--- config.mk ---
export PLATFORM = sky130hd
export DESIGN_NAME = pulse_pair_gen
export DESIGN_NICKNAME = d
export VERILOG_FILES = /design/src/rtl/pulse_pair_gen_pkg.sv /design/src/rtl/pulse_pair_gen_interval_counter.sv /design/src/rtl/pulse_pair_gen.sv
export SDC_FILE = /design/constraint.sdc
export NUM_CORES = 1
export LEC_CHECK = 0
export ABC_AREA = 0
export ABC_CLOCK_PERIOD_IN_PS = 6100
export BUFFER_PORTS_ARGS = -buffer_cell sky130_fd_sc_hd__clkbuf_2
export CAP_MARGIN = 20
export CORE_MARGIN = 10
export CORE_UTILIZATION = 30
export DETAILED_ROUTE_END_ITERATION = 16
export PLACE_DENSITY = 0.49
export SETUP_SLACK_MARGIN = 0.3
export SKIP_CTS_REPAIR_TIMING = 1
export SLEW_MARGIN = 20
export SYNTH_ARGS = -nofsm -noshare
export SYNTH_HDL_FRONTEND = slang
export SYNTH_SLANG_ARGS = --single-unit
--- constraint.sdc ---
create_clock -name clk -period 6.1 [get_ports clk]
set_clock_uncertainty 0.1 [all_clocks]
set_input_delay 0.305 -clock clk [delete_from_list [all_inputs] [get_ports clk]]
set_output_delay 0.305 -clock clk [all_outputs]
set_load 0.02 [all_outputs]
--- src/rtl/pulse_pair_gen_pkg.sv ---
// Shared widths, delay limit and FSM encoding for the pulse-pair generator
// and the interval-measurement blocks.
package pulse_pair_gen_pkg;

   localparam int unsigned PPG_WIDTH     = 26;
   localparam int unsigned PPG_MAX_DELAY = 24_999_999;

   typedef enum logic [1:0] {
      IDLE = 2'd0,
      RUN  = 2'd1,
      DONE = 2'd2
   } ppg_state_e;

endpackage

--- src/rtl/pulse_pair_gen_interval_counter.sv ---
// Elapsed-cycle counter with synchronous clear and count enable.
module interval_counter
   import pulse_pair_gen_pkg::*;
#(
   parameter int unsigned WIDTH = PPG_WIDTH
) (
   input  logic             clk_i,
   input  logic             rst_ni,
   input  logic             clr_i,
   input  logic             en_i,
   output logic [WIDTH-1:0] count_o
);

   logic [WIDTH-1:0] count_q;
   logic [WIDTH-1:0] count_d;

   always_comb begin
      count_d = count_q;
      if (clr_i) begin
         count_d = '0;
      end else if (en_i) begin
         count_d = count_q + WIDTH'(1);
      end
   end

   always_ff @(posedge clk_i or negedge rst_ni) begin
      if (!rst_ni) begin
         count_q <= '0;
      end else begin
         count_q <= count_d;
      end
   end

   assign count_o = count_q;

endmodule

--- src/rtl/pulse_pair_gen.sv ---
// Generates one pulse on out_a and one on out_b per accepted start, separated
// by a signed delay; the sign selects which output leads.
module pulse_pair_gen
   import pulse_pair_gen_pkg::*;
#(
   parameter int unsigned WIDTH     = PPG_WIDTH,
   parameter int unsigned MAX_DELAY = PPG_MAX_DELAY,
   parameter int unsigned PULSE_W   = 4
) (
   input  logic                    clk,
   input  logic                    clrn,
   input  logic                    start,
   input  logic signed [WIDTH-1:0] delay,
   output logic                    out_a,
   output logic                    out_b,
   output logic                    busy,
   output logic                    done,
   output logic                    err
);

   localparam logic [WIDTH:0] MAX_X = (WIDTH+1)'(MAX_DELAY);
   localparam logic [WIDTH:0] PW_X  = (WIDTH+1)'(PULSE_W);

   ppg_state_e       state_q;
   logic             neg_q;
   logic [WIDTH-2:0] mag_q;
   logic             out_a_q, out_b_q, busy_q, done_q, err_q;

   logic [WIDTH-1:0] abs_v;
   logic [WIDTH-2:0] mag_d;
   logic             is_min, in_range, accept;
   logic [WIDTH-1:0] e;
   logic [WIDTH:0]   e1_x, mag_x, end_x;
   logic             last, lead_d, trail_d, cnt_en;

   always_comb begin
      abs_v    = delay[WIDTH-1] ? $unsigned(-delay) : $unsigned(delay);
      // Only the most negative value still has its top bit set after negation.
      is_min   = abs_v[WIDTH-1];
      mag_d    = abs_v[WIDTH-2:0];
      in_range = !is_min && ({2'b00, mag_d} <= MAX_X);
      accept   = (state_q == IDLE) && start && in_range;

      mag_x    = {2'b00, mag_q};
      end_x    = mag_x + PW_X;
      e1_x     = {1'b0, e} + (WIDTH+1)'(1);
      last     = (e1_x == end_x);
      lead_d   = (e1_x < PW_X);
      trail_d  = (e1_x >= mag_x) && (e1_x < end_x);
      cnt_en   = (state_q == RUN) && !last;
   end

   interval_counter #(
      .WIDTH (WIDTH)
   ) u_elapsed (
      .clk_i   (clk),
      .rst_ni  (clrn),
      .clr_i   (accept),
      .en_i    (cnt_en),
      .count_o (e)
   );

   // Outputs are registered from the elapsed value the counter will hold next.
   always_ff @(posedge clk or negedge clrn) begin
      if (!clrn) begin
         state_q <= IDLE;
         neg_q   <= 1'b0;
         mag_q   <= '0;
         out_a_q <= 1'b0;
         out_b_q <= 1'b0;
         busy_q  <= 1'b0;
         done_q  <= 1'b0;
         err_q   <= 1'b0;
      end else begin
         done_q <= 1'b0;
         err_q  <= 1'b0;
         unique case (state_q)
            IDLE: begin
               if (start) begin
                  if (in_range) begin
                     state_q <= RUN;
                     neg_q   <= delay[WIDTH-1];
                     mag_q   <= mag_d;
                     busy_q  <= 1'b1;
                     out_a_q <= !delay[WIDTH-1] || (mag_d == '0);
                     out_b_q <= delay[WIDTH-1] || (mag_d == '0);
                  end else begin
                     err_q <= 1'b1;
                  end
               end
            end
            RUN: begin
               if (last) begin
                  state_q <= DONE;
                  out_a_q <= 1'b0;
                  out_b_q <= 1'b0;
                  done_q  <= 1'b1;
               end else begin
                  out_a_q <= neg_q ? trail_d : lead_d;
                  out_b_q <= neg_q ? lead_d : trail_d;
               end
            end
            DONE: begin
               state_q <= IDLE;
               busy_q  <= 1'b0;
            end
            default: begin
               state_q <= IDLE;
            end
         endcase
      end
   end

   assign out_a = out_a_q;
   assign out_b = out_b_q;
   assign busy  = busy_q;
   assign done  = done_q;
   assign err   = err_q;

endmodule

---- Word level (Yosys, flattened, before mapping) ----
Index checks and enable logic that the tools add are counted.
word-level totals
  ROM bits ................................ 0
  memories kept ........................... 0
  latch bits .............................. 0
  output and inout bits ................... 5
  memory bits (writable) .................. 0
  flip-flop bits (word level) ............. 59
cells by class
  divide/modulo/power cells ............... 0
  muxes and demuxes ....................... 25
  $add $sub $neg .......................... 4
  multipliers ............................. 0
  reductions and logical operators ........ 19
  $lt $le $gt $ge ......................... 4
  eq/ne operators ......................... 6
  bitwise gates (word level) .............. 0
  shift-type cells ........................ 0
operators by type and width
  cell                   count
  $mux 26                3
  $add 26x1->27 const B  1
  $eq 27x26->1           1
  $ge 27x25->1           1
  $lt 27x26->1           1
  $lt 27x3->1 const B    1
  $add 25x3->26 const B  1
  $add 26x1->26 const B  1
  $neg 26->26            1
  $le 25x25->1 const B   1
  $logic_not 25->1       1
  $mux 1                 15
  $reduce_and 3->1       4
  $mux 2                 3
  $ne 2x2->1 const B     3
  $pmux 1 s2             3
  $reduce_bool 2->1      3
  $logic_and 1x1->1      5
  $pmux 2 s2             1
  $logic_not 1->1        3
  $eq 2x1->1 const B     1
  $eq 2x2->1 const B     1
  $logic_not 2->1        1
  $logic_or 1x1->1       2

---- Depth between registers and ports, before layout ----
Gate-level depths: netlist of run 1.
  depth after elaboration ................. 7
  gate-level depth with buffers ........... 21
  mapped depth without buffers ............ 20

---- Hierarchy ----
From an unflattened synthesis of run 1, not the netlist that was laid out.
second synthesis, totals
  cell total of the unflattened synthesis .. 758
  area, all modules ....................... 6,393.6 um2
by module, submodules not included
  module            cells each  seq. area each (um2)  times used  area each (um2)
  pulse_pair_gen    622         825.8                 1           5,023.6
  interval_counter  136         650.6                 1           1,370.1

---- Least setup slack after synthesis of run 1 ----
Ideal clock, no wire load.
  path type ............................... register to register
  start point ............................. register u_elapsed.count_q[6], in the netlist u_elapsed.count_o[6]
  end point ............................... register u_elapsed.count_q[13], in the netlist u_elapsed.count_o[13]
  path buffers ............................ 3
  setup slack ............................. 1.721 ns
  stages on the path, launching flop included .. 18
  clock period less this slack ............ 4.379 ns
  data arrival time ....................... 4.161 ns
  setup time .............................. 0.118 ns
  required time ........................... 5.882 ns
  path through ............................ dfrtp_1 -> clkbuf_1 -> nand4_1 -> nor4_1 -> and2_1 -> clkbuf_1 -> nor3b_1 -> xor2_1 -> ha_1 -> and4_1 -> nand4_1 -> a2111o_1 -> and4b_1 -> nor3_1 -> clkbuf_1 -> nand2_1 -> xor2_1 -> nor2_1
on the way
  word-level cells in the longest chain between the ends .. 5
  elaborated cells on any way between the ends .. 8
  those cells by class .................... add/sub: 2; eq/ne: 1; mux: 2; reduce/logical: 3
RTL lines
  element                             RTL line                               RTL
  start, declared                     pulse_pair_gen_interval_counter.sv:14  logic [WIDTH-1:0] count_q;
  start signal, assigned              pulse_pair_gen_interval_counter.sv:30  count_q <= count_d;
  $add 26x1->27                       pulse_pair_gen.sv:46                   e1_x = {1'b0, e} + (WIDTH+1)'(1);
  $eq 27x26->1                        pulse_pair_gen.sv:47                   last = (e1_x == end_x);
  $logic_not 1->1                     pulse_pair_gen.sv:50                   cnt_en = (state_q == RUN) && !last;
  $logic_and 1x1->1                   pulse_pair_gen.sv:50
  $reduce_bool 2->1 (no source line)  n/a
Several ways; a longest one is shown, not always the timed one. The select of a mux whose other input is x is not followed.
A chain may end at the register's enable or synchronous reset.

---- Final worst setup path of run 1 ----
  start point ............................. register u_elapsed.count_q[6], in the netlist u_elapsed.count_o[6]
  end point ............................... register u_elapsed.count_q[11], in the netlist u_elapsed.count_o[11]
Same word-level chain as after synthesis.

==> metrics list, run 1 <==
- Status: finished, final reports clean
* Library cell appearing most often on the critical path: nand4_1
- Total via count in the routed design: 5037
* Worst R2R End: u_elapsed.count_o[11]
- Launching element type of the critical path: register
- The final-report hold violation count was 0.
* Area enclosed by the die boundary: 0.0257 mm^2
- Count of nets left with antenna violations after detail routing: 0
- Post-synth net total: 780
- Count of cell instances traversed by the critical path: 15
- At the pin with the least slew margin, the transition time is 0.893 ns.
- Summed over all nets, the half-perimeter wirelength after detailed placement is 12.7 mm.
* Worst Setup End Kind: register
- The H-tree was split into 3 levels.
* Pwr/cell area: 373 mW/mm^2
- Worst stage delay on the critical path: 0.65 ns
* Growth of design area from synthesis to finish: 11.4%
- The via count of the first global-routing pass was 5087.
- Share of Yosys cell area claimed by the top area cell type: 25.0%
* Overall track demand over capacity in global routing: 12.9%
- In this run the power spent charging and discharging nets is 1.03 mW.
- Cell types occupying the most area after synthesis: dfrtp_1 (25%), ha_1 (11%), xnor2_1 (9.3%)
- Area of the core region: 0.0194 mm^2
- Adding up every negative setup slack in the final design gives 0 ns.
- Maximum number of pins on one net before global-route repair: 60
* Post-detailed-route DRC marker count: 0
* Endpoint required time on the critical path: 6.22 ns
- Counting I/O delays and the setup requirement, the final critical path takes 4.95 ns.
* Number of buffers and inverters on the critical path: 1
* Synth cell types: 68
* Mux cell area share after synthesis: 5.78%
- After layout, the worst setup slack is 1.15 ns.
* Switching power as a share of total power: 42.0%
- Post-Route Hold Slack: 0.00589 ns
- Buffers on Ports: 33
* Critical path cell sequence: nand4_1 > nor4_1 > and2_1 > nor3b_1 > xor2_1 > ha_1 > and4_1 > nand4_1 > a2111o_1 > and4b_1 > nor3_2 > buf_4 > nand4_1 > xnor2_1 > nor2b_1
* Top-level I/O count: 34
- Count of mapped cells out of synthesis: 701
* Final wirelength: 16.3 mm
- Max Slew Vio Count: 0
* Number of DRC violations after detailed-routing iteration 0: 221
- Timing analysis after detailed placement gives a worst setup slack of 1.19 ns.
- Die extent in x: 160 um
- After clock tree synthesis, the clock-pin slew on the worst setup and hold paths is 0.05 ns.
* Share of synthesized cell area in and, or, nand and nor gates: 24.7%
* Placement-stage cell area: 0.00626 mm^2
- Sequential cells were found to cover 25.0% of the synthesized design area.
- Cell internal pwr: 1.43 mW
* Clock Sinks: 59
* Highest achievable clock rate: 0.202 GHz
- Post-layout net count: 794
* Register bit total from synthesis: 59
- TritonCTS created 9 clock buffers.
- Antenna diode count: 0
* Fraction of layout cells with a size suffix above 1: 11.8%
- Post-synthesis share of cell area spent on full adders, half adders and majority gates: 10.7%
* Vias per cell: 5.11
* Flop-to-flop setup slack: 1.15 ns
* Cells on worst reg2reg path: 15
* Leak: 2.69 nW
- Among all flip-flop cells after synthesis, the most frequent one is dfrtp_1.
- Clock network fraction of total power: 22.9%
* Classification of the worst setup path: register to register
* Combinational cell fraction of total power: 48.2%
* Max-capacitance violation count: 0
- In this run, synthesis inferred 0 flip-flops with an integrated enable.
- Broken down by cell family, the worst path's largest delay share belongs to simple AND/OR/NAND/NOR gates.
- Arrival time worst endpoint: 5.07 ns
* Overall Power: 2.46 mW
- Gpl congestion: 0.870
- Setup violations remaining at the end of the flow were counted as 0.
- After synthesis, the share of flip-flops with an asynchronous set or reset is 100%.
* Initial core utilization: 30.5%
- After synthesis, the largest family of logic cells by area is simple AND/OR/NAND/NOR gates.
- Worst min-delay path class: input pin to asynchronous set/reset pin
- The finished cells cover 0.00659 mm^2.
- Count of standard-cell rows: 51
- Post-Syn Area: 0.00591 mm^2
- Cell at the root of the clock tree: clkbuf_16
- Max Fanout on Critical Path: 11
- The final critical path takes up 81.2% of the cycle.
* Number of synthesis warnings: 0
- Counting along the longest clock path gives a buffer depth of 2.
- Sequential cell fraction of total power: 28.8%
- Setup repair after global routing missed its margin: false
- The worst-case IR drop observed on VDD is 0.124 mV.
- In this run the critical register-to-register path is launched from u_elapsed.count_o[6].
- The number of antenna violations at the first check in global routing came to 0.
- The pre-antenna-repair detailed-routing pass consisted of 5 iterations.
- The worst pin sits at a relative slew slack of 39.9%.
- Synth Area in Compound Gates: 13.3%
- Critical-path cell with the highest stage delay: nor4_1
* Mean cell area of the mapped netlist: 8.44 um^2
- First-pass GRT wire length: 27.3 mm
* Clock latency on the worst-skew pair: 0.34 ns
* Leading area contributor after synthesis: dfrtp_1
- Vert. Die Dim: 160 um
- Clock tree from TritonCTS: built
* Sum of overflow across all layers after global routing: 0
- After detailed routing, the average wire length per cell comes to 16.5 um.
- Xor and xnor fraction of the mapped netlist area: 14.7%
## sequential cells by signal (all words and copies together) (netlist names)
register	cells
mag_q	25
state_q	2
neg_q	1
done	1
busy	1
out_b	1
out_a	1
err	1
u_elapsed.count_o	26
## power by group through the flow
stage / registers (mW) / logic [mW] / clock network (mW)
detailed placement: 0.713 / 1.18 / 0
finish: 0.709 / 1.19 / 0.563
floorplan: 0.650 / 0.921 / 0
global route: 0.741 / 1.36 / 0.589
CTS: 0.709 / 1.19 / 0.574
global placement: 0.714 / 1.18 / 0
## cells by family (layout without fill, tap and decap cells)
family	after synthesis	after routing
XOR/XNOR	96	96
multiplexers	29	29
flip-flops	59	59
adder cells (fa/ha/maj)	51	51
AND/OR/NAND/NOR	283	283
buffers and inverters	75	94
AO/OA/AOI/OAI	108	108
## worst max path at each step
stage                             to            startpoint
2_1_floorplan  u_elapsed.count_o[13]  u_elapsed.count_o[6]
3_3_place_gp    u_elapsed.count_o[8]  u_elapsed.count_o[6]
3_5_place_dp   u_elapsed.count_o[11]  u_elapsed.count_o[6]
4_1_cts        u_elapsed.count_o[11]  u_elapsed.count_o[6]
5_1_grt        u_elapsed.count_o[11]  u_elapsed.count_o[6]
6_report       u_elapsed.count_o[11]  u_elapsed.count_o[6]
## cell usage after synthesis (23+ instances only)
cell type  number
clkbuf_1       26
o21ai_0        23
inv_1          39
nand2_1        57
dfrtp_1        59
xor2_1         31
nor2_1         60
nand4_1        24
ha_1           50
nor3_1         27
xnor2_1        63
nand3_1        30
## worst reg2reg max path: stages (launching register included)
cell and delay [ns]:
dfrtp_1 0.52, nand4_1 0.40, nor4_1 0.65, and2_1 0.35, nor3b_1 0.34, xor2_1 0.38, ha_1 0.31, and4_1 0.19
nand4_1 0.13, a2111o_1 0.14, and4b_1 0.21, nor3_2 0.39, buf_4 0.30, nand4_1 0.13, xnor2_1 0.16, nor2b_1 0.13
## cells in the final DEF (no fill, tap or decap), types with 5 or more instances in the layout
cell type,count
and2_1,5
and3_1,6
o21ai_0,23
nor2_1,60
o31ai_1,6
a211oi_1,8
a21oi_1,20
dfrtp_1,59
o211ai_1,8
clkbuf_2,33
xor2_1,31
nand3_1,30
inv_1,39
buf_4,6
nand3b_1,5
or4_1,7
mux2_4,9
or2_2,5
o41ai_1,8
nor2b_1,7
nor4_1,21
ha_1,50
mux2_2,5
nand4_1,24
mux2i_1,15
or3_1,8
clkbuf_16,9
nor3_1,26
nand2_1,57
xnor2_1,63
## through the flow
step | util (%) | cells
floorplan | - | 701
global placement | 32.3 | 969
detailed placement | 32.3 | 969
CTS | 34.0 | 985
global route | 34.0 | 985
finish | 34.0 | 985
## layout make-up
cell class              instances  area, um^2
clock inverters                 5        75.1
fillers                      2072       12800
inverters                      39         146
repair buffers                 39         210
well taps                     265         332
multi-input cells             567        4100
flip-flops and latches         59        1480
clock buffers                  11         253
## per-layer routing
metal  global-route usage (%)  vias up  share of wire (%)
met5                        0        -                  0
met4                     5.34        0                2.3
met3                     1.87       23                3.0
met2                     19.5      104                 44
met1                     18.0     2340                 51
li1                         -     2570                  -
Power figures use the tool's default switching activity.
==> run 2: changes to the inputs <==
- ABC_AREA: 0 -> 1
- ABC_CLOCK_PERIOD_IN_PS: 6100 -> 4700
- clock period: 6.1 -> 4.7 ns (I/O delays scaled with it)
==> run 2 against run 1 <==
Against the previous run:
- the flow now finishes with violations (negative hold slack)
- via count is 13% higher
- combinational power is 90% lower
- sequential share of layout area is 0.61 points lower
- global-route usage is 0.12 points lower
- area after synthesis is 1.7% higher
- clock-buffer cell count is 4 higher
- cell count is 27% higher
- first-iteration DRC count is 29% higher
- largest power group is now the clock network
==> metrics list, run 2 <==
- Top-level I/O count: 34 (unchanged)
- Cell at the root of the clock tree: clkbuf_16
* Initial core utilization: 30.7% (+0.21 points)
- Share of the cycle needed by the critical path after routing: 83.2% (+2.0 points)
- Antenna violations before repair: 0 (unchanged)
* Sequential cell fraction of total power: 40.0% (+11 points)
* Max-capacitance violation count: 0 (unchanged)
- The residual DRC count was 0 (unchanged).
- The sequential cell area in the final layout was 0.00148 mm^2 (unchanged).
* Clock tree from TritonCTS: built
* Worst min-delay path class: input pin to asynchronous set/reset pin
- Leak: 3.60 nW (+34%)
- Fraction of layout cells with a size suffix above 1: 8.89% (-2.9 points)
- Sum of overflow across all layers after global routing: 0 (unchanged)
* Post-layout instance area: 0.00677 mm^2 (+2.8%)
* Synth cell types: 40 (-41%)
- The number of synthesized flops with an enable pin came to 0 (unchanged).
- The final RePlAce weighted congestion is 0.872 (+0.17%).
- The HPWL after detailed placement came to 13.1 mm (+3.3%).
- Footprint of the multi-input gates: 0.00385 mm^2 (-6.0%)
* Combinational cell fraction of total power: 9.1% (-39 points)
- The fraction of the yosys area taken by sequential cells came to 24.6% (-0.41 points).
- Clock network fraction of total power: 50.8% (+28 points)
- The share of flip-flops with an asynchronous set or reset after synthesis was 100% (unchanged).
- Total via count in the routed design: 5677 (+13%)
* Maximum clock path buffer count: 2 (unchanged)
- Post-route insts no fill: 1255 (+27%)
* Clock Sinks: 59 (unchanged)
* Count of mapped cells out of synthesis: 952 (+36%)
- Cell with the most instances after synthesis: nand2_1
- The starting DRC count in detailed routing came to 286 (+29%).
* Minimum clock period after layout: 3.91 ns (-1.04 ns)
- Buffers on Ports: 33 (unchanged)
- Setup TNS Final: 0 ns (unchanged)
* Endpoint required time on the critical path: 4.84 ns (-1.38 ns)
* Met3 GRT Util: 1.86% (-0.010 points)
- Cell types occupying the most area after synthesis: dfrtp_1 (25%), nand2_1 (18%), ha_1 (10%)
- The number of rows in the core area is 51 (unchanged).
* Commonest non-fill, non-tap cell in the layout: nand2_1
- FILL cells: 2172 (+4.8%)
* Maximum number of pins on one net before global-route repair: 70 (+17%)
- Vias per cell: 4.52 (-12%)
* Largest voltage drop on the vdd net: 0.138 mV (+11%)
- The setup-violating endpoint count in the final report was 0 (unchanged).
- Area enclosed by the die boundary: 0.0261 mm^2 (+1.5%)
* Ys flop type: dfrtp_1
- The placeable core area came to 0.0196 mm^2 (+0.99%).
- Arrival time worst endpoint: 4.04 ns (-1.03 ns)
* Classification of the worst setup path: register to register
- The mean routed wirelength per cell came to 12.9 um (-22%).
* Leading area contributor after synthesis: dfrtp_1
- The die extent in x came to 162 um (+0.73%).
- The maximum clock rate is 0.256 GHz (+27%).
- Count of nets left with antenna violations after detail routing: 0 (unchanged)
- Overall Power: 1.27 mW (-48%)
- First-pass GRT wire length: 27.4 mm (+0.51%)
* Max Slew Vio Count: 0 (unchanged)
- The number of iterations in the first detailed-routing pass was 4 (-1).
* Placed Cells incl. Taps: 1238 (+28%)
- The pre-CTS setup slack came to 0.547 ns (-0.643 ns).
* Post-synth top cells: nand2_1 (288), inv_1 (152), nor2_1 (99)
- Post-synth net total: 1031 (+32%)
- Number of levels the H-tree was split into: 3 (unchanged)
* Growth of design area from synthesis to finish: 12.6%
* Post-Route Hold Slack: -0.0384 ns (-0.0443 ns)
- Global-route met2 utilization: 20.6% (+1.1 points)
- Max Fanout on Critical Path: 22 (+11)
* Max_slew headroom: 46.6% (+6.7 points)
* Final hold viol count: 44 (+44)
* Transition at the pin with the smallest max-transition slack: 0.801 ns (-0.0919 ns)
- Cell internal pwr: 0.958 mW (-33%)
* Clock latency on the worst-skew pair: 0.34 ns (about the same)
* Post-layout net count: 1064 (+34%)
- Vert. Die Dim: 162 um (+0.73%)
- Worst Setup End Kind: register
- The placed standard-cell area was 0.00644 mm^2 (+2.9%).
* Max FFs per register: 26 (unchanged)
- Switching power as a share of total power: 24.6% (-17 points)
- Launching element type of the critical path: register
* Overall track demand over capacity in global routing: 12.8% (-0.12 points)
* Number of synthesis warnings: 0 (unchanged)
* Net Switching: 0.313 mW (-70%)
* Most crowded layer after global routing: met2
* Mean cell area of the mapped netlist: 6.32 um^2 (-25%)
* Register bit total from synthesis: 59 (unchanged)
- Violated checks: negative hold slack
- The power per cell area came to 188 mW/mm^2 (-50%).
- Vias in the first global route: 5501 (+8.1%)
- The netlist area before placement came to 0.00601 mm^2 (+1.7%).
* Antenna diode count: 0 (unchanged)
* Status: finished, violations left
- Clock buffer count from CTS: 9 (unchanged)
- Setup repair after global routing left no endpoint under its margin.
- Final WS setup: 0.791 ns (-0.359 ns)
* Final wirelength: 16.2 mm (-0.53%)
* Commonest non-fill, non-tap cells in the layout: nand2_1 (288), inv_1 (152), nor2_1 (99)
- Clock-pin slew on the worst setup and hold paths: 0.05 ns (about the same)
- Global-route met1 utilization: 17.2% (-0.84 points)
- Share of Yosys cell area claimed by the top area cell type: 24.6% (-0.41 points)
run 2: changes by cell type in the layout (fill, tap and decap cells not counted), sizes merged, moves of 8 or more:
cell / previous run / this run
inv: 39 / 157
mux2: 14 / 0
mux2i: 15 / 0
nand2: 57 / 292
nand3: 30 / 60
nor2: 60 / 112
nor4: 21 / 6
o21ai: 24 / 63
o41ai: 10 / 0
or3: 8 / 0
or4: 8 / 0
xnor2: 63 / 2
xor2: 31 / 39
run 2: worst max-delay path, cell delays in order (launching register included):
cell      delay (ns)
dfrtp_1         0.45
nand3_2         0.12
nor2_2          0.16
nand2_2         0.13
nor3_1          0.29
xor2_1          0.33
inv_1           0.13
ha_1            0.34
nand2_1         0.07
nor4_1          0.39
nand3_1         0.19
nor4_1          0.27
nand3b_2        0.18
nand3_4         0.12
inv_2           0.17
or2_1           0.25
nand3_1         0.08
inv_1           0.05
run 2: cell families (layout without fill, tap and decap cells):
logic type	Yosys count	count (layout)	synth area share [%]
AOI/OAI and AO/OA	98	98	8.80
xor gates and xnor gates	41	41	6.10
adders and majority gates	50	50	10.4
buffers and inverters	175	213	11.6
DFF	59	59	24.6
and+or+nand+nor	529	529	38.5
run 2: final cells by class:
type | instances | share of cell area (%)
sequential | 59 | 21.8
tap | 265 | 4.90
timing repair buffer | 40 | 3.45
clock buffer | 15 | 4.25
multi-input combinational | 718 | 56.8
inverter | 157 | 8.70
clock inverter | 1 | 0.0739
run 2: path summary, 6_finish.rpt:
check	endpoint	startpoint	slack [ns]	cells after the start
min in group clk	err	start	0.05	3
hold / removal	u_elapsed.count_o[3]	clrn	-0.04	2
max in group asynchronous	busy	clrn	4.00	2
setup / recovery	u_elapsed.count_o[0]	u_elapsed.count_o[0]	0.79	17
hold reg to reg	out_a	out_a	0.38	2
setup reg to reg	u_elapsed.count_o[0]	u_elapsed.count_o[0]	0.79	17
run 2: layer usage:
layer | up-vias | share of wire (%) | wire [um]
met5 | - | 0 | 0
met1 | 2485 | 52 | 8360
met2 | 78 | 44 | 7200
met3 | 12 | 2.5 | 411
met4 | 0 | 1.5 | 238
li1 | 3102 | - | -
run 2: metrics by stage:
stage	utilization [%]	hold WS (ns)
6_report	34.6	-0.0384
5_1_grt	34.6	0.0370
4_1_cts	34.4	0.00713
3_5_place_dp	32.9	0.372
3_3_place_gp	32.9	0.364
2_1_floorplan	-	-0.161
run 2: power groups by stage:
stage	Sequential (mW)	Combinational, mW	Clock (mW)
final	0.509	0.116	0.646
after global routing	0.508	0.136	0.688
after CTS	0.508	0.118	0.668
after detailed placement	0.517	0.118	0
after global placement	0.517	0.117	0
after floorplan	0.517	0.0714	0
==> run 3: changes to the inputs <==
- ABC_CLOCK_PERIOD_IN_PS: 4700 -> 3400
- PLACE_DENSITY: 0.49 -> 0.51
- clock period: 4.7 -> 3.4 ns (I/O delays scaled with it)
==> run 3 against run 2 <==
Against the previous run:
- the run still ends with negative hold slack left
- flip-flop and latch count unchanged
- setup slack got worse by 0.79 ns
- cell count rose by 5.2%
- global-route usage rose by 0.39 points
- sequential power up 38%
- hold slack gained 0.037 ns
- wire length rose by 4.8%
- critical path depth rose by 1
- combinational power grew 37%
- utilization grew 3.8 points
- power increased by 39%
- critical endpoint unchanged
- largest power group unchanged
==> metrics list, run 3 (synthesis results as in run 2) <==
- Arrival time worst endpoint: 3.53 ns (-0.51 ns)
* Commonest non-fill, non-tap cell in the layout: nand2_1
* Count of standard-cell rows: 51 (unchanged)
* Number of levels the H-tree was split into: 3 (unchanged)
- Worst min-delay path class: input pin to register
- Largest voltage drop on the vdd net: 0.197 mV (+42%)
- Gpl congestion: 0.858 (-1.6%)
- The final reports fail on negative hold slack.
- Clock buffer count from CTS: 9 (unchanged)
* Die extent in x: 162 um (unchanged)
- The via count of the first global-routing pass is 5785 (+5.2%).
- The final worst setup slack came to 0.00268 ns (-0.788 ns).
* Top-level I/O count: 34 (unchanged)
- Classification of the worst setup path: register to register
- Final wirelength: 17.0 mm (+4.8%)
- The starting DRC count in detailed routing was 227 (-21%).
* First-pass GRT wire length: 28.3 mm (+3.1%)
- Post-detailed-route DRC marker count: 0 (unchanged)
- The sequential cell area in the final layout was 0.00148 mm^2 (+0.34%).
- Growth of design area from synthesis to finish: 24.9%
* Max-capacitance violation count: 0 (unchanged)
- The TritonCTS sink count is 59 (unchanged).
- Clock latency on the worst-skew pair: 0.34 ns (about the same)
- Setup repair after global routing missed its margin: true
- The smallest hold slack came to -0.00116 ns (+0.0373 ns).
- Area enclosed by the die boundary: 0.0261 mm^2 (unchanged)
- Buffers on Ports: 33 (unchanged)
- Status: finished, violations left
- Maximum number of pins on one net before global-route repair: 39 (-44%)
- Clock tree synthesis selected as its root buffer the cell clkbuf_16.
- Final hold viol count: 1 (-98%)
- Highest achievable clock rate: 0.294 GHz (+15%)
* Fraction of layout cells with a size suffix above 1: 18.6% (+9.7 points)
* Worst Setup End Kind: register
* Count of nets left with antenna violations after detail routing: 0 (unchanged)
- Minimum clock period after layout: 3.40 ns (-0.512 ns)
- The final antenna diode count came to 0 (unchanged).
* Initial core utilization: 30.7% (unchanged)
* Worst stage delay on the critical path: 0.41 ns (-0.04 ns)
- The post-detailed-route via-to-cell ratio came to 4.52 (about the same).
- The data required time of the worst path was 3.54 ns (-1.30 ns).
- The area of combinational cells with multiple inputs was 0.00406 mm^2 (+5.5%).
- Max_slew headroom: 67.4% (+21 points)
* Total via count in the routed design: 5971 (+5.2%)
- Vert. Die Dim: 162 um (unchanged)
* Share of the cycle needed by the critical path after routing: 99.9% (+17 points)
- Overall Power: 1.77 mW (+39%)
- The pre-CTS setup slack came to -0.381 ns (-0.928 ns).
- Leak: 3.98 nW (+10%)
- Clock-pin slew on the worst setup and hold paths: 0.05 ns (about the same)
* Average wire per standard cell: 12.9 um (-0.38%)
* Critical path cell sequence: nand2_1 > nor2_4 > nand2_2 > nor3_4 > xor2_2 > inv_1 > ha_1 > nand2_1 > nor4_4 > nand3_2 > nor4_4 > nand3b_4 > nand3_4 > buf_4 > inv_4 > or2_1 > nand3_1 > inv_1
- Transition at the pin with the smallest max-transition slack: 0.489 ns (-0.312 ns)
- The number of pins with negative max-slew slack in the final report was 0 (unchanged).
- Launching element type of the critical path: register
- Among all stages on the critical path, the largest delay is contributed by dfrtp_1.
- The placeable core area is 0.0196 mm^2 (unchanged).
* First drt pass iteration count: 7 (+3)
* DP Wirelength: 13.9 mm (+6.0%)
- The power per cell area was 235 mW/mm^2 (+25%).
* Overall track demand over capacity in global routing: 13.2% (+0.39 points)
- Sum of overflow across all layers after global routing: 0 (unchanged)
* Max FFs per register: 26 (unchanged)
- Clock tree from TritonCTS: built
- FILL cells: 2143 (-1.3%)
- Antenna violations before repair: 0 (unchanged)
* Post-layout net count: 1129 (+6.1%)
* Maximum clock path buffer count: 2 (unchanged)
- Max Fanout on Critical Path: 5 (-77%)
* Commonest non-fill, non-tap cells in the layout: nand2_1 (274), inv_1 (150), nor2_1 (93)
* Final setup fails: 0 (unchanged)
[run 3: cell count changes in the layout (fill, tap and decap cells not counted), sizes merged]
| cell | previous run | this run |
|---|---|---|
| inv | 157 | 158 |
| dlygate4sd3 | 0 | 1 |
| buf | 7 | 70 |
[run 3: worst paths after layout]
path                            cells past startpoint            startpoint                   end  slack, ns
worst max-delay path                               18  u_elapsed.count_o[4]  u_elapsed.count_o[0]      0.003
worst min-delay path                                3                 start                   err     -0.001
worst max register to register                     18  u_elapsed.count_o[4]  u_elapsed.count_o[0]      0.003
worst min register to register                      2                 out_a                 out_a       0.38
max in group asynchronous                           3                  clrn             mag_q[22]       2.32
min in group asynchronous                           2                  clrn  u_elapsed.count_o[1]       0.21
[run 3: metrics by stage]
stage	hold slack (ns)	utilization, %	std cells	setup TNS [ns]	area, um^2
5_1_grt	0.0279	38.4	1320	-3.78	7510
3_5_place_dp	0.0348	35.2	1288	-9.03	6890
2_1_floorplan	-0.226	-	952	0	6070
3_3_place_gp	0.0389	35.2	1288	-7.56	6890
6_report	-0.00116	38.4	1320	0	7510
4_1_cts	-0.325	36.7	1304	-9.82	7180
[run 3: critical path: cells and delay by family, from the launching register on]
kind	cells	cell delay (ns)
flip-flops	1	0.41
XOR/XNOR	1	0.21
AND/OR/NAND/NOR	12	1.91
buffers and inverters	4	0.34
adder cells (fa/ha/maj)	1	0.33
[run 3: per-layer routing]
metal	track usage [%]	routed length, um	vias to the layer above
li1	-	-	3221
met1	17.6	8650	2663
met2	21.4	7680	71
met3	1.91	402	16
met4	4.09	254	0
met5	0	0	-
[run 3: final cells by class]
class,instances,share of cell area (%)
sequential,59,19.7
clock inverter,1,0.0666
timing repair buffer,104,9.91
multi-input combinational,718,54.0
timing repair inverter,1,0.0833
clock buffer,15,3.83
tap,265,4.41
inverter,157,7.94
[run 3: power breakdown]
part	switching [mW]	leakage, nW	internal [mW]
sequential	0	0.789	0.703
clock	0.334	0.146	0.572
combinational	0.109	3.04	0.0505
total	0.443	3.98	1.33
